**src/rtl/add_sub_unit_pipelined.sv**
```systemverilog
// Pipelined add/subtract functional unit.
// The arithmetic is done once, when an op is accepted into stage 1. The
// DATA_W+1-bit result is then carried unchanged down a LATENCY-deep shift
// register. The last stage presents the result and tag to the CDB arbiter.
// The whole pipeline freezes while a presented result waits for its grant.
module add_sub_unit_pipelined #(
    parameter int DATA_W  = 8,
    parameter int TAG_W   = 3,
    parameter int LATENCY = 4,
    parameter int CNT_W   = $clog2(LATENCY + 1)
) (
    input  logic              clk,
    input  logic              rst_n,
    input  logic              flush,
    input  logic              issue_valid,
    output logic              issue_ready,
    input  logic              issue_op,
    input  logic [TAG_W-1:0]  issue_tag,
    input  logic [DATA_W-1:0] src1,
    input  logic [DATA_W-1:0] src2,
    output logic              cdb_req,
    input  logic              cdb_grant,
    output logic [DATA_W-1:0] result,
    output logic [TAG_W-1:0]  result_tag,
    output logic              result_carry,
    output logic [CNT_W-1:0]  count,
    output logic              busy
);

    // Index 0 is stage 1; index LATENCY-1 is the output stage.
    logic              valid_reg [LATENCY];
    logic [TAG_W-1:0]  tag_reg   [LATENCY];
    logic [DATA_W-1:0] data_reg  [LATENCY];
    logic              carry_reg [LATENCY];

    logic [CNT_W-1:0]  count_reg;
    logic [CNT_W-1:0]  count_next;

    logic              stall;
    logic              accept;
    logic              retire;
    logic [DATA_W:0]   calc;

    // Handshake decode. A grant that arrives with no request present is ignored.
    always_comb begin
        stall  = valid_reg[LATENCY-1] & ~cdb_grant;
        accept = issue_valid & ~stall;
        retire = valid_reg[LATENCY-1] & cdb_grant;
    end

    // Full-width add or subtract. For a subtract, bit DATA_W is the borrow.
    always_comb begin
        if (issue_op) begin
            calc = {1'b0, src1} - {1'b0, src2};
        end else begin
            calc = {1'b0, src1} + {1'b0, src2};
        end
    end

    // Stage 1 loads a new op on accept and takes a bubble otherwise.
    // Its data fields are kept unchanged while a bubble passes through.
    always_ff @(posedge clk or negedge rst_n) begin
        if (!rst_n) begin
            valid_reg[0] <= 1'b0;
            tag_reg[0]   <= '0;
            data_reg[0]  <= '0;
            carry_reg[0] <= 1'b0;
        end else if (flush) begin
            valid_reg[0] <= 1'b0;
        end else if (!stall) begin
            valid_reg[0] <= accept;
            if (accept) begin
                tag_reg[0]   <= issue_tag;
                data_reg[0]  <= calc[DATA_W-1:0];
                carry_reg[0] <= calc[DATA_W];
            end
        end
    end

    // Stages 2..LATENCY shift together and hold together under stall.
    // Bubbles hold as well, so no gap ever closes up.
    for (genvar gi = 1; gi < LATENCY; gi++) begin : g_stage
        always_ff @(posedge clk or negedge rst_n) begin
            if (!rst_n) begin
                valid_reg[gi] <= 1'b0;
                tag_reg[gi]   <= '0;
                data_reg[gi]  <= '0;
                carry_reg[gi] <= 1'b0;
            end else if (flush) begin
                valid_reg[gi] <= 1'b0;
            end else if (!stall) begin
                valid_reg[gi] <= valid_reg[gi-1];
                tag_reg[gi]   <= tag_reg[gi-1];
                data_reg[gi]  <= data_reg[gi-1];
                carry_reg[gi] <= carry_reg[gi-1];
            end
        end
    end

    // Occupancy: add one on accept, subtract one on retire, no change when both happen.
    always_comb begin
        count_next = count_reg;
        if (accept && !retire) begin
            count_next = count_reg + CNT_W'(1);
        end else if (!accept && retire) begin
            count_next = count_reg - CNT_W'(1);
        end
    end

    // Occupancy register. A flush empties the unit.
    always_ff @(posedge clk or negedge rst_n) begin
        if (!rst_n) begin
            count_reg <= '0;
        end else if (flush) begin
            count_reg <= '0;
        end else begin
            count_reg <= count_next;
        end
    end

    // The output stage drives the CDB request directly.
    always_comb begin
        issue_ready  = ~stall;
        cdb_req      = valid_reg[LATENCY-1];
        result       = data_reg[LATENCY-1];
        result_tag   = tag_reg[LATENCY-1];
        result_carry = carry_reg[LATENCY-1];
        count        = count_reg;
        busy         = (count_reg != '0);
    end

endmodule

```
**config.mk**
```make
export PLATFORM = sky130hd
export DESIGN_NAME = add_sub_unit_pipelined
export DESIGN_NICKNAME = d
export VERILOG_FILES = /design/src/rtl/add_sub_unit_pipelined.sv
export SDC_FILE = /design/constraint.sdc
export NUM_CORES = 1
export LEC_CHECK = 0
export BUFFER_PORTS_ARGS = -buffer_cell sky130_fd_sc_hd__buf_2
export CAP_MARGIN = 20
export CORE_MARGIN = 3
export CORE_UTILIZATION = 55
export CTS_CLUSTER_DIAMETER = 50
export DETAILED_ROUTE_END_ITERATION = 16
export HOLD_SLACK_MARGIN = 0.03
export PLACE_DENSITY_LB_ADDON = 0.12
export SYNTH_ARGS = -nofsm -noshare
export SYNTH_HDL_FRONTEND = slang
export SYNTH_SLANG_ARGS = --single-unit
export TNS_END_PERCENT = 10
```
**constraint.sdc**
```tcl
create_clock -name clk -period 2.5 [get_ports clk]
set_clock_uncertainty 0.2 [all_clocks]
set_input_delay 0.75 -clock clk [delete_from_list [all_inputs] [get_ports clk]]
set_output_delay 0.75 -clock clk [all_outputs]
set_load 0.01 [all_outputs]
```
== After elaboration in Yosys (flattened, before gate mapping) ==
Index checks and enable logic that the tools add are counted.

* $add $sub $neg: 4
* Multipliers: 0
* Div/mod/pow operators: 0
* $lt $le $gt $ge: 0
* Equal/unequal tests: 1
* Shifts and indexed selects: 0
* Multiplexer cells: 12
* Bitwise gates (word level): 6
* Reduce and logical (&&, ||, !) cells: 8

{| class="wikitable"
|+ Operators by type and width
! kind !! count
|-
| adder 8 x 8 -> 9 bit || 1
|-
| 2-to-1 mux 3 bit || 3
|-
| 2-to-1 mux 9 bit || 1
|-
| subtractor 8 x 8 -> 9 bit || 1
|-
| 2-to-1 mux 1 bit || 8
|-
| nonzero test 3 bit || 2
|-
| adder 3 x 1 -> 3 bit, second input constant || 1
|-
| bitwise AND 1 bit || 3
|-
| NOT 1 bit || 3
|-
| AND reduction 3 bit || 1
|-
| subtractor 3 x 1 -> 3 bit, second input constant || 1
|-
| logical AND 1 bit || 2
|-
| zero test 1 bit || 2
|-
| != test 2 bit, second input constant || 1
|-
| AND reduction 2 bit || 1
|}

* Register bits: 55
* Latch bits: 0
* Bits in writable memories: 0
* ROM bits: 0
* Input bits: 25
* Output and inout port bits: 18
* Memories kept: 0

== Longest topological paths before layout ==
Gate-level depths: netlist of the first run.

* Depth in word-level cells: 9
* Depth in mapped cells: 10
* Gate-level depth less buffers: 10

== Least setup slack after synthesis of the first run ==
No wires, ideal clock.

* Path type: input to register
* Start point: input src2[2]
* End point: register carry_reg[3] (netlist bit)
* Arrival: 2,384 ps
* Required time: 2,179 ps
* Path slack: -205 ps
* Cell stages on the path: 9
* Path through: nor3_1 > a21oi_1 > xnor2_1 > ha_1 > a21o_1 > or3_1 > o21ai_2 > xnor2_1 > o21ai_1

* Longest elaborated chain between the ends: 2
* Elaborated cells on any way between the ends: 3

{| class="wikitable"
|+ RTL lines
! element !! line !! RTL
|-
| start: declaration || 20 || <nowiki>input logic [DATA_W-1:0] src2,</nowiki>
|-
| adder 8 x 8 -> 9 bit or subtractor 8 x 8 -> 9 bit (tied branches) || 56, 54 ||
|-
| 2-to-1 mux 9 bit * || 53 || <nowiki>if (issue_op) begin</nowiki>
|-
| end: declaration || 34 || <nowiki>logic carry_reg [LATENCY];</nowiki>
|}

Mark *: on every way between the ends. The rest lies on a longest branch, timed or not.
A chain may end at the register's enable or synchronous reset.

== Worst setup path in the final report of the first run ==
* Start point: input src2[0]
* End point: register data_reg[31] (netlist bit)

* Longest elaborated chain between the ends: 2
* Elaborated cells on any way between the ends: 3

{| class="wikitable"
|+ RTL lines
! element !! line !! RTL
|-
| adder 8 x 8 -> 9 bit or subtractor 8 x 8 -> 9 bit (tied branches) || 56, 54 ||
|-
| 2-to-1 mux 9 bit * || 53 ||
|-
| end: declaration || 33 || <nowiki>logic [DATA_W-1:0] data_reg [LATENCY];</nowiki>
|}

Marked as above.

==> summary.md, run 1 <==
| Metric | Value |
|---|---|
| Status | finished, final reports clean |
| DR DRC count | 0 |
| Worst VDD drop | about 0.46 mV |
| CTS tree | done |
| Sw frac | between 20% and 30% |
| Die Y | ~76 um |
| Top cell type by total area after synthesis | dfrtp_1 |
| Int Pwr | 1800 uW |
| CP max FO | 3 |
| Fin crit period | ~2.5 ns |
| First-pass detailed-route iteration total | 2 |
| Clock buffer depth | 2 |
| Synth async-reset ratio | 100% |
| Global routing usage on met1 | roughly a fifth |
| Total power | roughly 2500 uW |
| GPL Wtd Cong | 0.745 |
| Number of flip-flops in the largest register | 24 |
| Core area | around 4600 um2 |
| CP endpoint kind | register |
| Layout area overhead | 20.2% |
| RSZ-0062 raised after global routing | true |
| Initial antenna violation count | 0 |
| Clock power frac | between 20% and 30% |
| Cts bufs inserted | 5 |
| Vias in the first global route | approximately 1700 |
| H-tree depth | 2 |
| WS Path Type | primary input to register |
| Dpl hpwl | ~3200 um |
| NetSw | just under 700 uW |
| Commonest cells after routing, fill and taps aside | dfrtp_1, buf_2, mux2_2 |
| Flop pwr share | 49.9% |
| Post-layout util | 71.3% |
| Synthesized area per cell | 11.9 um2 |
| Worst path required time | 2.49 ns |
| Diodes inserted | 0 |
| CP cell instances | buf_2 > inv_2 > ha_4 > mux2_4 > inv_2 > ha_1 > nand2b_1 > a21oi_2 > o41ai_2 > xor2_1 > o21ai_1 |
| Max incr delay on CP | 0.34 ns |
| Reg-to-Reg End | data_reg[27] |
| Synth top area share | between 50 and 60% |
| FILL cells | between 300 and 400 |
| WP data arrival | about 2.5 ns |
| R2R depth | 6 |
| Max-Cap Viols | 0 |
| Final Hold Viols | 0 |
| Synth area leaders | dfrtp_1, mux2_2, ha_1 |
| Final setup vio count | 0 |
| Post-DR vias/cell | 4.98 |
| Die W | 76.2 um |
| DR WL/cell | 12.3 um |
| CP max-delay cell | o41ai_2 |
| FF/Latch Area | approximately 1400 um2 |
| Root Buffer | clkbuf_8 |
| Fin crit share | roughly 100% |
| Initial core utilization | 59.3% |
| Iter 0 DRT Violations | 61 |
| Reg2reg start | cdb_req |
| Clk slew on worst S/H paths | ~0.10 ns |
| Tightest Pin Transition | roughly 0.48 ns |
| Multi-input gate area | ~1200 um2 |
| Met3 usage | 3.43% |
| PwrDens | 765 nW/um2 |
| Layout cells sized above 1 | ~47% |
| Max Slew Vio Count | 0 |
| Cell mode on critical path | inv_2 |
| Logic pwr share | a little over a quarter |
| P_leak | between 0.0015 and 0.002 uW |
| M2 GR Usage | 28.4% |
| Clk_lat worst skew | around 0.3 ns |
| Synth Register Bits | 55 |
| Final wirelength | about 4300 um |
| Rows | 24 |
| I/O pins | 43 |
| PortBufs | 42 |
| Overflow after GRT | 0 |
| Yosys cell types | 33 |
| First-pass GRT wire length | roughly 7600 um |
| Total Nets Final | 320 |
| Overall routing resource usage | about 16% |
| Sequential fraction of the synthesis area | approximately half |
| Synth Instances | 228 |
| Relative slew margins | 68.0% |
| Routed vias | 1744 |
| YS warnings | 0 |
| F_max | 405 MHz |
| Largest net degree at the start of global routing | 37 |
| Antenna Violating Nets Remaining | 0 |
| # clock sinks | 55 |
| Crit start category | primary input |
| Most used DFF post-synth | dfrtp_1 |
| R2r setup slk | about 0.72 ns |
| Hold crit path type | primary input to asynchronous set/reset pin |
| EDFF count, synth | 0 |
| Commonest non-fill, non-tap cell in the layout | dfrtp_1 |
| Cell Area, Synth | about 2700 um2 |
| Post-Syn Nets | between 200 and 300 |
| Die area | a little under 6000 um2 |
| Gr busiest metal | met2 |
## power by group through the flow
stage	clock network, uW	registers (uW)	logic, uW
6_report	587	1240	658
5_1_grt	650	1280	736
4_1_cts	606	1250	658
3_5_place_dp	0	1260	653
3_3_place_gp	0	1250	632
2_1_floorplan	0	1230	519
## per-stage QoR
step	worst slack (ns)	TNS (ns)	std cells	area, um2	hold WS (ns)
global placement	-0.300	-1.44	340	3090	0.258
detailed placement	-0.335	-1.67	340	3090	0.268
finish	0.0326	0	350	3260	0.188
global route	-0.0770	-0.146	350	3260	0.217
floorplan	-0.114	-0.333	228	2740	0.242
CTS	0.00570	0	348	3220	0.199
## synth_stat cells, types with 2 or more instances
cell      count
nor2_1       13
ha_1          9
a31oi_1       2
xnor2_1       8
mux2_2       40
o21a_1        2
nor3_1        3
xor2_1        5
buf_4        12
a21oi_1      10
or3_1         2
buf_2         4
fa_1          2
nand2_1      17
buf_6         2
o31ai_1       2
o21ai_0       9
dfrtp_1      55
inv_1        12
nand2b_1      6
## cell type report
cell class | count | area share (%)
sequential | 55 | 42.3
multi-input combinational | 143 | 37.5
timing repair buffer | 67 | 12.8
tap | 65 | 2.50
clock buffer | 5 | 2.11
clock inverter | 3 | 1.42
inverter | 12 | 1.38
## worst max-delay path by stage
stage	startpoint	end	slack, ns
after floorplan	src2[2]	carry_reg[3]	-0.11
after global placement	src2[2]	carry_reg[3]	-0.30
after detailed placement	src2[0]	carry_reg[3]	-0.34
after CTS	src2[2]	carry_reg[3]	0.006
after global routing	src2[4]	carry_reg[3]	-0.08
final	src2[0]	data_reg[31]	0.03
## metal layers
metal / vias up / part of all wire (%) / wire (um)
met5: - / 0 / 0
met4: 0 / 1.2 / 53
met3: 5 / 3.6 / 153
met2: 26 / 50 / 2150
met1: 829 / 45 / 1940
li1: 884 / - / -
## cells by family after synthesis
logic type,after synthesis,synth area share (%)
simple gates,45,8.32
flops,55,50.8
fa+ha+maj,11,5.64
mux,41,17.0
xor+xnor,13,4.21
buf+inv,30,6.56
compound gates,33,7.44
## critical path, delay by kind of cell
kind	cells	cell delay (ns)
AOI/OAI and AO/OA	3	0.51
adders and majority gates	2	0.39
muxes	1	0.29
buffers and inverters	3	0.23
xor gates and xnor gates	1	0.18
and+or+nand+nor	1	0.11
## timing repair
action / in CTS / in global routing
resized for setup: 3 / 10
pin swaps: 0 / 8
setup endpoints to repair: 3 / 5
hold buffers: 0 / 0
setup buffers: 0 / 2
Power figures use the tool's default switching activity.
==> run 2, diff against run 1 <==
--- a/config.mk
+++ b/config.mk
@@ -5,6 +5,7 @@
 export SDC_FILE = /design/constraint.sdc
 export NUM_CORES = 1
 export LEC_CHECK = 0
+export ABC_AREA = 1
 export BUFFER_PORTS_ARGS = -buffer_cell sky130_fd_sc_hd__buf_2
 export CAP_MARGIN = 20
 export CORE_MARGIN = 3
==> run 2 against run 1 <==
Final cell count rose by 27%. Global-route usage rose by 2.1 points. Sequential share of layout area fell by 1.4 points. Maximum frequency rose by 4.6%. Register-to-register slack got worse by 0.03 ns. Routed wire length rose by 14%. Count of clock-buffer cells in the layout rose by 1. Combinational power fell by 7.8%. First-iteration DRC count rose by 16%. Die area rose by 7.7%. Sequential power fell by 9.7%.
==> summary.md, run 2 <==
| Metric | Value |
|---|---|
| Overall routing resource usage | ~18% |
| Total power | 2400 uW |
| WS Path Type | primary input to register |
| R2r setup slk | about 0.7 ns |
| EDFF count, synth | 0 |
| Synth area leaders | dfrtp_1, nand2_1, inv_1 |
| Largest net degree at the start of global routing | 36 |
| FILL cells | 433 |
| Post-DR vias/cell | 4.76 |
| Commonest non-fill, non-tap cell in the layout | nand2_1 |
| Most instantiated library cell after synthesis | nand2_1 |
| Vias in the first global route | ~2100 |
| CP max FO | 4 |
| Layout cells sized above 1 | a little over a quarter |
| Layout area overhead | 14.8% |
| First-pass GRT wire length | ~9000 um |
| CP max-delay cell | or2_2 |
| Fin crit share | a little over nine tenths |
| Initial antenna violation count | 0 |
| Worst path required time | 2.49 ns |
| Final setup vio count | 0 |
| Cell Area, Synth | approximately 2900 um2 |
| First-pass detailed-route iteration total | 4 |
| Die W | 79.1 um |
| Dpl hpwl | 3600 um |
| # clock sinks | 55 |
| Synth async-reset ratio | 100% |
| Hold crit path type | primary input to asynchronous set/reset pin |
| YS warnings | 0 |
| Overflow after GRT | 0 |
| Most used DFF post-synth | dfrtp_1 |
| Core area | roughly 4900 um2 |
| DP Cell Count | ~440 |
| H-tree depth | 2 |
| RSZ-0062 raised after global routing | true |
| PwrDens | roughly 700 nW/um2 |
| Worst VDD drop | approximately 0.37 mV |
| Clk_lat worst skew | ~0.3 ns |
| Synth top area share | 46.9% |
| Iter 0 DRT Violations | 71 |
| Die Y | just under 80 um |
| Diodes inserted | 0 |
| Clock buffer depth | 2 |
| End of the critical path | data_reg[29] |
| P_leak | roughly 0.0018 uW |
| WP data arrival | between 2 and 2.5 ns |
| Synth cell count leaders | nand2_1, dfrtp_1, inv_1 |
| WP depth | 12 |
| Top cell type by total area after synthesis | dfrtp_1 |
| Final instance area | between 3000 and 4000 um2 |
| Clk slew on worst S/H paths | 0.09 ns |
| Non-filler instance count after layout | between 400 and 500 |
| Synth Instances | 330 |
| CP cell instances | buf_2 > inv_1 > ha_1 > nor2_1 > nor2_1 > a22oi_1 > ha_1 > or2_2 > nand3_1 > nand3_1 > nand3_1 > o21ai_1 |
| Sequential fraction of the synthesis area | roughly 47% |
| Antenna Violating Nets Remaining | 0 |
| Synthesized area per cell | 8.89 um2 |
| Commonest cells after routing, fill and taps aside | nand2_1, dfrtp_1, inv_1 |
| Area post-placement | between 3000 and 4000 um2 |
| I/O pins | between 40 and 50 |
| Max-Cap Viols | 0 |
| Final wirelength | 4880 um |
| Routed vias | between 2000 and 2500 |
| Synth Register Bits | between 50 and 60 |
| Crit start category | primary input |
| DR WL/cell | ~11 um |
| Post-CTS setup repair buffer count | 0 |
| Reg-to-Reg End | count[2] |
| DR DRC count | 0 |
| GPL Wtd Cong | roughly 0.79 |
| Crit path from | src2[0] |
| Yosys cell types | 29 |
| Fin crit period | 2.36 ns |
| Initial core utilization | about three fifths |
| Rows | 25 |
| Max Slew Vio Count | 0 |
| Tightest Pin Transition | around 0.58 ns |
| Reg2reg start | cdb_req |
| R2R depth | 6 |
| Number of flip-flops in the largest register | 24 |
| Status | finished, final reports clean |
| Total Nets Final | 411 |
| Post-Syn Nets | ~370 |
| Final Hold Viols | 0 |
| Max incr delay on CP | approximately 0.32 ns |
| Cell mode on critical path | nand3_1 |
| CP endpoint kind | register |
| Cts bufs inserted | 5 |
| WP buf/inv | 2 |
| Relative slew margins | just over 60% |
| Delay-heaviest family, CP | simple AND/OR/NAND/NOR gates |
| WHS | between 0.2 and 0.25 ns |
| PortBufs | 42 |
| Root Buffer | clkbuf_8 |
| F_max | between 400 and 500 MHz |
| Die area | ~6200 um2 |
| CTS tree | done |
run 2: cell count changes in the layout (fill, tap and decap cells not counted), sizes merged, moves of 12 or more:
| cell | change |
|---|---|
| inv | +42 |
| mux2 | -34 |
| nand2 | +53 |
| nand3 | +22 |
| nor2 | +12 |
| o21ai | +19 |
run 2: cells by family after synthesis:
| family | count (synthesis) | synth area share (%) |
|---|---|---|
| AND/OR/NAND/NOR | 126 | 19.4 |
| buffers and inverters | 74 | 12.2 |
| flip-flops | 55 | 46.9 |
| AO/OA/AOI/OAI | 52 | 11.4 |
| adder cells (fa/ha/maj) | 11 | 5.20 |
| XOR/XNOR | 6 | 1.79 |
| multiplexers | 6 | 3.07 |
run 2: worst register-to-register path, stage by stage (launching register included):
cell and delay, ns:
dfrtp_1 0.46, or2_1 0.21, inv_1 0.07, fa_1 0.37, xnor2_1 0.17, xnor2_1 0.14
o22ai_1 0.08
run 2: layout make-up:
cell class | instances | area (um2) | area share, %
flip-flops and latches | 55 | 1380 | 40.8
multi-input cells | 201 | 1220 | 36.3
repair buffers | 57 | 348 | 10.3
inverters | 55 | 206 | 6.13
well taps | 67 | 83.8 | 2.49
clock buffers | 6 | 72.6 | 2.15
clock inverters | 2 | 60.1 | 1.78
run 2: routing by layer:
metal  vias to the layer above  track usage, %  wire (um)
met5                         -               0          0
met2                        39            30.3       2260
met4                         0            5.67         70
met3                         7            3.51        203
met1                       943            23.7       2350
li1                       1120               -          -
run 2: what timing repair did:
item / CTS / global route
hold buffers: 0 / 0
endpoints found under the setup margin: 0 / 4
resized for setup: 0 / 5
run 2: per-stage QoR:
stage	utilization, %	TNS [ns]	setup WS, ns
floorplan	-	0	0.0582
global placement	65.1	-0.810	-0.156
detailed placement	65.1	-1.04	-0.196
CTS	67.7	0	0.124
global route	68.2	-0.0505	-0.0239
finish	68.2	0	0.141
run 2: worst min-delay path by stage:
stage | startpoint | end | slack [ns] | depth (start not counted)
global route | rst_n | result_tag[1] | 0.26 | 1
CTS | rst_n | result[7] | 0.24 | 1
finish | rst_n | result_tag[0] | 0.23 | 1
global placement | tag_reg[9] | tag_reg[9] | 0.26 | 2
detailed placement | tag_reg[10] | tag_reg[10] | 0.27 | 2
floorplan | tag_reg[10] | tag_reg[10] | 0.24 | 2
run 2: where the power goes:
part | internal (uW) | total (uW) | switching, uW
Clock | 400 | 676 | 276
Sequential | 1050 | 1120 | 71.9
Combinational | 275 | 607 | 333
Total | 1720 | 2400 | 680
